## config.mk

```make
export PLATFORM = sky130hd
export DESIGN_NAME = adder_pipe
export DESIGN_NICKNAME = d
export VERILOG_FILES = /design/src/rtl/adder_pipe.sv
export SDC_FILE = /design/constraint.sdc
export NUM_CORES = 1
export LEC_CHECK = 0
export CORE_MARGIN = 5
export CORE_UTILIZATION = 47
export CTS_CLUSTER_SIZE = 30
export DETAILED_ROUTE_END_ITERATION = 8
export PLACE_DENSITY = 0.77
export REMOVE_ABC_BUFFERS = 1
export SETUP_SLACK_MARGIN = 0.02
export SYNTH_ARGS = -nofsm -noshare
export SYNTH_HDL_FRONTEND = slang
export SYNTH_SLANG_ARGS = --single-unit
export TNS_END_PERCENT = 20
```

## constraint.sdc

```tcl
create_clock -name clk -period 3.45 [get_ports clk]
set_input_delay 0.69 -clock clk [delete_from_list [all_inputs] [get_ports clk]]
set_output_delay 0.69 -clock clk [all_outputs]
set_load 0.03 [all_outputs]
```

## src/rtl/adder_pipe.sv

```systemverilog
// -----------------------------------------------------------------------------
// adder_pipe
// Pipelined add/subtract unit with a carry chain split into STAGES slices.
// Each stage adds one WIDTH/STAGES-bit slice and hands its carry-out to the
// next stage through a register. Supports unsigned/signed add/sub with
// optional saturation. The whole pipe stalls globally when the output holds
// a result that downstream has not taken.
//
// Ports
//   clk      : clock, all state updates on the rising edge
//   rst      : synchronous active-high reset
//   iSA[2:0] : mode, [0] 0=add/1=sub, [1] 0=unsigned/1=signed, [2] saturate
//   iData_a  : operand a
//   iData_b  : operand b
//   iValid   : operands and iSA valid this cycle
//   oReady   : block accepts input this cycle (iReady || !oValid)
//   oData    : result
//   oValid   : oData and flags valid
//   iReady   : downstream accepts the result
//   carry, negative, overflow, zero : result flags, registered with oData
// -----------------------------------------------------------------------------
module adder_pipe #(
    parameter int WIDTH  = 32,
    parameter int STAGES = 2
) (
    input  logic             clk,
    input  logic             rst,
    input  logic [2:0]       iSA,
    input  logic [WIDTH-1:0] iData_a,
    input  logic [WIDTH-1:0] iData_b,
    input  logic             iValid,
    output logic             oReady,
    output logic [WIDTH-1:0] oData,
    output logic             oValid,
    input  logic             iReady,
    output logic             carry,
    output logic             negative,
    output logic             overflow,
    output logic             zero
);

    localparam int SL   = WIDTH / STAGES;
    localparam int NREG = (STAGES > 1) ? (STAGES - 1) : 1;

    if ((WIDTH < 8) || (WIDTH > 64) || (STAGES < 1) || (STAGES > 4) ||
        ((WIDTH % STAGES) != 0)) begin : g_param_check
        $error("adder_pipe: illegal WIDTH/STAGES combination");
    end

    // Intermediate stage registers (between slice adders)
    logic             v_q    [NREG];
    logic [2:0]       mode_q [NREG];
    logic [WIDTH-1:0] a_q    [NREG];
    logic [WIDTH-1:0] b_q    [NREG];   // b already inverted for subtraction
    logic [WIDTH-1:0] sum_q  [NREG];   // lower slices already computed
    logic             c_q    [NREG];   // carry into the next slice

    // Per-stage combinational inputs
    logic             st_v_s    [STAGES];
    logic [2:0]       st_mode_s [STAGES];
    logic [WIDTH-1:0] st_a_s    [STAGES];
    logic [WIDTH-1:0] st_b_s    [STAGES];
    logic [WIDTH-1:0] st_sum_s  [STAGES];
    logic             st_cin_s  [STAGES];

    // Final-stage results feeding the output register
    logic             fin_v_s;
    logic [WIDTH-1:0] fin_res_s;
    logic             fin_carry_s;
    logic             fin_neg_s;
    logic             fin_ovf_s;
    logic             fin_zero_s;

    // Output registers
    logic             ovalid_q;
    logic [WIDTH-1:0] odata_q;
    logic             carry_q;
    logic             neg_q;
    logic             ovf_q;
    logic             zero_q;

    // Global advance: the pipe moves unless a held result is being refused
    logic advance_s;
    assign advance_s = iReady || !ovalid_q;

    assign oReady   = advance_s;
    assign oValid   = ovalid_q;
    assign oData    = odata_q;
    assign carry    = carry_q;
    assign negative = neg_q;
    assign overflow = ovf_q;
    assign zero     = zero_q;

    for (genvar s = 0; s < STAGES; s++) begin : g_st
        logic [SL:0]      part_s;
        logic [WIDTH-1:0] sum_n_s;

        if (s == 0) begin : g_in
            assign st_v_s[s]    = iValid;
            assign st_mode_s[s] = iSA;
            assign st_a_s[s]    = iData_a;
            assign st_b_s[s]    = iSA[0] ? ~iData_b : iData_b;
            assign st_sum_s[s]  = {WIDTH{1'b0}};
            assign st_cin_s[s]  = iSA[0];   // +1 of two's complement subtract
        end else begin : g_fwd
            assign st_v_s[s]    = v_q[s-1];
            assign st_mode_s[s] = mode_q[s-1];
            assign st_a_s[s]    = a_q[s-1];
            assign st_b_s[s]    = b_q[s-1];
            assign st_sum_s[s]  = sum_q[s-1];
            assign st_cin_s[s]  = c_q[s-1];
        end

        assign part_s = {1'b0, st_a_s[s][s*SL +: SL]}
                      + {1'b0, st_b_s[s][s*SL +: SL]}
                      + {{SL{1'b0}}, st_cin_s[s]};

        // Merge this stage's slice into the partially built sum
        always_comb begin
            sum_n_s = st_sum_s[s];
            sum_n_s[s*SL +: SL] = part_s[SL-1:0];
        end

        if (s < STAGES - 1) begin : g_reg
            // Stage register: carries operands, mode, partial sum and carry
            always_ff @(posedge clk) begin
                if (rst) begin
                    v_q[s]    <= 1'b0;
                    mode_q[s] <= 3'b000;
                    a_q[s]    <= {WIDTH{1'b0}};
                    b_q[s]    <= {WIDTH{1'b0}};
                    sum_q[s]  <= {WIDTH{1'b0}};
                    c_q[s]    <= 1'b0;
                end else if (advance_s) begin
                    v_q[s]    <= st_v_s[s];
                    mode_q[s] <= st_mode_s[s];
                    a_q[s]    <= st_a_s[s];
                    b_q[s]    <= st_b_s[s];
                    sum_q[s]  <= sum_n_s;
                    c_q[s]    <= part_s[SL];
                end else begin
                    v_q[s]    <= v_q[s];
                    mode_q[s] <= mode_q[s];
                    a_q[s]    <= a_q[s];
                    b_q[s]    <= b_q[s];
                    sum_q[s]  <= sum_q[s];
                    c_q[s]    <= c_q[s];
                end
            end
        end else begin : g_fin
            logic cout_s;
            logic ovf_raw_s;

            assign fin_v_s = st_v_s[s];

            // Flags from the raw result, then optional clamp
            always_comb begin
                cout_s      = part_s[SL];
                // carry into the MSB recovered from the MSB sum bit
                ovf_raw_s   = (st_a_s[s][WIDTH-1] ^ st_b_s[s][WIDTH-1] ^
                               sum_n_s[WIDTH-1]) ^ cout_s;
                fin_res_s   = sum_n_s;
                fin_carry_s = 1'b0;
                fin_ovf_s   = 1'b0;
                if (st_mode_s[s][1]) begin
                    fin_ovf_s = ovf_raw_s;
                    if (st_mode_s[s][2] && ovf_raw_s) begin
                        // raw MSB set on overflow means the true result is positive
                        if (sum_n_s[WIDTH-1]) begin
                            fin_res_s = {1'b0, {(WIDTH-1){1'b1}}};
                        end else begin
                            fin_res_s = {1'b1, {(WIDTH-1){1'b0}}};
                        end
                    end else begin
                        fin_res_s = sum_n_s;
                    end
                end else if (st_mode_s[s][0]) begin
                    fin_carry_s = ~cout_s;   // borrow
                    if (st_mode_s[s][2] && !cout_s) begin
                        fin_res_s = {WIDTH{1'b0}};
                    end else begin
                        fin_res_s = sum_n_s;
                    end
                end else begin
                    fin_carry_s = cout_s;
                    if (st_mode_s[s][2] && cout_s) begin
                        fin_res_s = {WIDTH{1'b1}};
                    end else begin
                        fin_res_s = sum_n_s;
                    end
                end
                fin_neg_s  = st_mode_s[s][1] ? fin_res_s[WIDTH-1] : 1'b0;
                fin_zero_s = (fin_res_s == {WIDTH{1'b0}});
            end
        end
    end

    // Output register: bubbles advance oValid but leave data and flags alone
    always_ff @(posedge clk) begin
        if (rst) begin
            ovalid_q <= 1'b0;
            odata_q  <= {WIDTH{1'b0}};
            carry_q  <= 1'b0;
            neg_q    <= 1'b0;
            ovf_q    <= 1'b0;
            zero_q   <= 1'b0;
        end else if (advance_s) begin
            ovalid_q <= fin_v_s;
            if (fin_v_s) begin
                odata_q <= fin_res_s;
                carry_q <= fin_carry_s;
                neg_q   <= fin_neg_s;
                ovf_q   <= fin_ovf_s;
                zero_q  <= fin_zero_s;
            end else begin
                odata_q <= odata_q;
                carry_q <= carry_q;
                neg_q   <= neg_q;
                ovf_q   <= ovf_q;
                zero_q  <= zero_q;
            end
        end else begin
            ovalid_q <= ovalid_q;
            odata_q  <= odata_q;
            carry_q  <= carry_q;
            neg_q    <= neg_q;
            ovf_q    <= ovf_q;
            zero_q   <= zero_q;
        end
    end

endmodule

```

==> impl_metrics.py <==
metrics = {
    "cts": {
        "clk_pin_slew_ns": 0.10,
        "htree_levels": 3,
        "cts-buffers-inserted": 9,
        "holdBufCountCts": 0,
        "insertion_delay_ns": 0.34,
        "cts_sinks": 90,
        "cts_tree": "done",
        "cts_root_buffer": "clkbuf_8",
        "clock_path_buffers": 2,
    },
    "grt": {
        "grt_max_degree": 40,
        "grt_pass1_wl_mm": 20.6,
        "antenna_found_initial": 0,
        "grt_overflow_total": 0,
        "grtUsageTotal_pct": 19.2,
        "grt_pass1_vias": 4334,
    },
    "power": {
        "power.density_mw_per_mm2": 404,
        "p_clk_share_pct": 22.4,
        "pwr-share-seq_pct": 46.0,
        "sw_frac_of_total_pct": 31.2,
        "combPwrFrac_pct": 31.6,
        "power_mw": 2.86,
        "ir_drop_mv": 0.220,
        "p_int_mw": 1.97,
        "power.switching_mw": 0.891,
        "leakage_nw": 2.80,
    },
    "sta": {
        "max_slew_margin_pct": 55.5,
        "postLayoutSetupSlackWorst_ns": -0.0456,
        "skew_ns": 0.0181,
        "tightest_slew_ns": 0.668,
        "setup_viol": 2,
        "final-hold-violation-count": 0,
        "fin_crit_ns": 3.50,
        "tns_ns": -0.0562,
        "finalMaxSlewViolations": 0,
        "max_freq_mhz": 286,
        "fin_crit_sh_pct": 101,
        "rsz0062_at_grt": "yes",
    },
    "floorplan": {
        "start_util_pct": 48.3,
        "num_rows": 38,
        "dieArea_sq_mm": 0.0134,
        "ios": 109,
        "die_w_um": 116,
        "coreArea_sq_mm": 0.0109,
        "die_h_um": 116,
    },
    "setup_path": {
        "worstSetupPathType": "reg2reg",
        "worstPathCellList": "fa_2 -> inv_2 -> fa_2 -> nor2b_1 -> o31a_1 -> o31a_1 -> o21ba_4 -> buf_6 -> a31oi_4 -> buf_6 -> buf_4 -> nor2_1 -> o21ai_2 -> a211oi_1 -> or3_1 -> o31ai_4",
        "critPathCaptureType": "flop",
        "cp_top_family": "compound AO/OA/AOI/OAI gates",
        "crit_slowest_cell": "edfxtp_1",
        "crit_end": "zero",
        "start_kind": "flop",
        "r2r_end": "zero",
        "worst-r2r-setup-slack_ns": -0.05,
        "cp.arrival_ns": 3.75,
        "r2r_cells": 16,
        "setup.worst_path.start": "c_q[0]",
        "cpPeakStageDelay_ns": 0.44,
        "critPathBufInv": 4,
        "r2r_start": "c_q[0]",
        "worstPathMaxFanout": 3,
        "cp.depth": 16,
        "required_ns": 3.71,
    },
    "detailed_routing": {
        "wl_met1_mm": 5.38,
        "viasPerCell": 5.39,
        "wirelength_mm": 13.0,
        "dr.pass1.iters": 5,
        "num_vias": 4404,
        "top_layer": "met4",
        "route.met3.wl_um": 547,
        "drc": 0,
        "ant_nets": 0,
        "wl_met2_mm": 6.84,
        "avgRoutedWirePerCell_um": 15.9,
        "drtIter0Drc": 235,
    },
    "synth": {
        "yosysMostFrequentCell": "a21oi_1",
        "synth.area.top_cells": "edfxtp_1 (30%), dfxtp_1 (14%), ha_1 (7.1%), a21oi_1 (6.1%), xnor2_1 (5.7%)",
        "avgSynthCellArea_sq_um": 9.77,
        "synth_common_cells": "a21oi_1 (64), edfxtp_1 (53), nand2_1 (51)",
        "syn_inst": 538,
        "synth_seq_cells": 90,
        "yosysTopAreaCellShare_pct": 30.3,
        "yosysWarnings": 0,
        "synth-edff-count": 53,
        "ys_types": 54,
        "netlist_area_sq_mm": 0.00526,
        "ys_seq_area_share_pct": 44.4,
        "ys_async_sr_fraction_pct": 0,
        "synth_flop_cell": "edfxtp_1",
        "synth_top_cell_by_area": "edfxtp_1",
    },
    "final_layout": {
        "fin_nets": 776,
        "fillers": 879,
        "synthToLayoutAreaGrowth_pct": 34.5,
        "post_route_cells_drive_above_1_share_pct": 14.6,
        "diodes": 0,
        "instances_no_fill": 817,
    },
    "flow_run": {
        "max-cap-violations": 0,
    },
    "place": {
        "port_buffers": 108,
        "dp_hpwl_mm": 9.76,
        "post-place-ws_ns": -0.395,
        "dp.cells": 793,
        "gp_congestion": 0.860,
    },
    "outcome": {
        "status": "finished with violations",
        "violations": "setup timing",
    },
    "worst_hold_path": {
        "hold_path.class": "reg2reg",
    },
}
==> placed cells by master (no fill, tap or decap), types with 5 or more instances in the layout <==
cell type and count:
clkdlybuf4s50_1 106, a21oi_1 57, edfxtp_1 53, nand2_1 51, nor2_1 47, buf_4 39
dfxtp_1 37, xnor2_1 34, ha_1 30, o211ai_1 25, xor2_1 23, and2_1 22
a21o_1 17, clkbuf_8 10, inv_1 9, a21oi_2 9, nand3_1 8, o21ai_0 6
o21bai_1 5, a211oi_1 5
==> power by group through the flow <==
stage / registers (mW) / logic (mW) / clock network (mW)
3_3_place_gp: 1.33 / 0.822 / 0
6_report: 1.31 / 0.904 / 0.640
3_5_place_dp: 1.34 / 0.845 / 0
5_1_grt: 1.32 / 0.991 / 0.698
2_1_floorplan: 1.37 / 0.470 / 0
4_1_cts: 1.31 / 0.870 / 0.650
==> final cells by class <==
| type | count | area (sq um) | area share, % |
|---|---|---|---|
| sequential | 90 | 2330 | 33.0 |
| clock inverter | 3 | 17.5 | 0.248 |
| tap | 140 | 175 | 2.48 |
| multi-input combinational | 409 | 2920 | 41.3 |
| clock buffer | 13 | 149 | 2.11 |
| inverter | 10 | 37.5 | 0.531 |
| timing repair buffer | 152 | 1440 | 20.3 |
==> metrics by stage <==
step	cell area [sq um]	util, %	hold slack [ns]
3_5_place_dp	6680	61.3	0.448
4_1_cts	6930	63.7	0.459
5_1_grt	7070	64.9	0.484
3_3_place_gp	6680	61.3	0.440
2_1_floorplan	5140	-	0.499
6_report	7070	64.9	0.455
==> logic make-up (layout without fill, tap and decap cells) <==
| family | Yosys count | count (layout) | share of synthesized area [%] |
|---|---|---|---|
| xor gates and xnor gates | 58 | 58 | 9.66 |
| and+or+nand+nor | 164 | 164 | 14.8 |
| buffers and inverters | 39 | 178 | 2.90 |
| AOI/OAI and AO/OA | 152 | 152 | 19.6 |
| adders and majority gates | 33 | 33 | 8.28 |
| muxes | 2 | 2 | 0.405 |
| DFF | 90 | 90 | 44.4 |
==> sequential cells by signal, indices dropped and copies added, names as in the netlist, 3 cells and up <==
signal	cells
oData	32
a_q	16
b_q	16
sum_q	16
mode_q	3
==> what timing repair did <==
action                     4_1_cts  5_1_grt
setup endpoints to repair        2       30
gates cloned                     0        1
buffers inserted                 2        5
hold endpoints to repair         0        0
pin swaps                        9       15
resized for setup               16       23
==> worst min-delay path by stage <==
stage | to | startpoint | cells after the start
3_3_place_gp | oData[19] | oData[19] | 2
3_5_place_dp | oData[4] | oData[4] | 2
4_1_cts | oData[4] | oData[4] | 2
6_report | oData[4] | oData[4] | 2
2_1_floorplan | oValid | v_q[0] | 2
5_1_grt | oData[19] | oData[19] | 2
==> routing by layer <==
metal	vias up	global-route usage, %
met5	-	0
met1	2068	24.1
met4	0	5.10
met2	128	34.9
met3	13	2.30
li1	2195	-
==> worst reg2reg max path: stages (launching register included) <==
cell	delay, ns
edfxtp_1	0.44
fa_2	0.39
inv_2	0.06
fa_2	0.19
nor2b_1	0.05
o31a_1	0.30
o31a_1	0.28
o21ba_4	0.25
buf_6	0.12
a31oi_4	0.15
buf_6	0.13
buf_4	0.10
nor2_1	0.05
o21ai_2	0.17
a211oi_1	0.12
or3_1	0.43
o31ai_4	0.17
No activity file was read; power rests on OpenSTA's default activity.
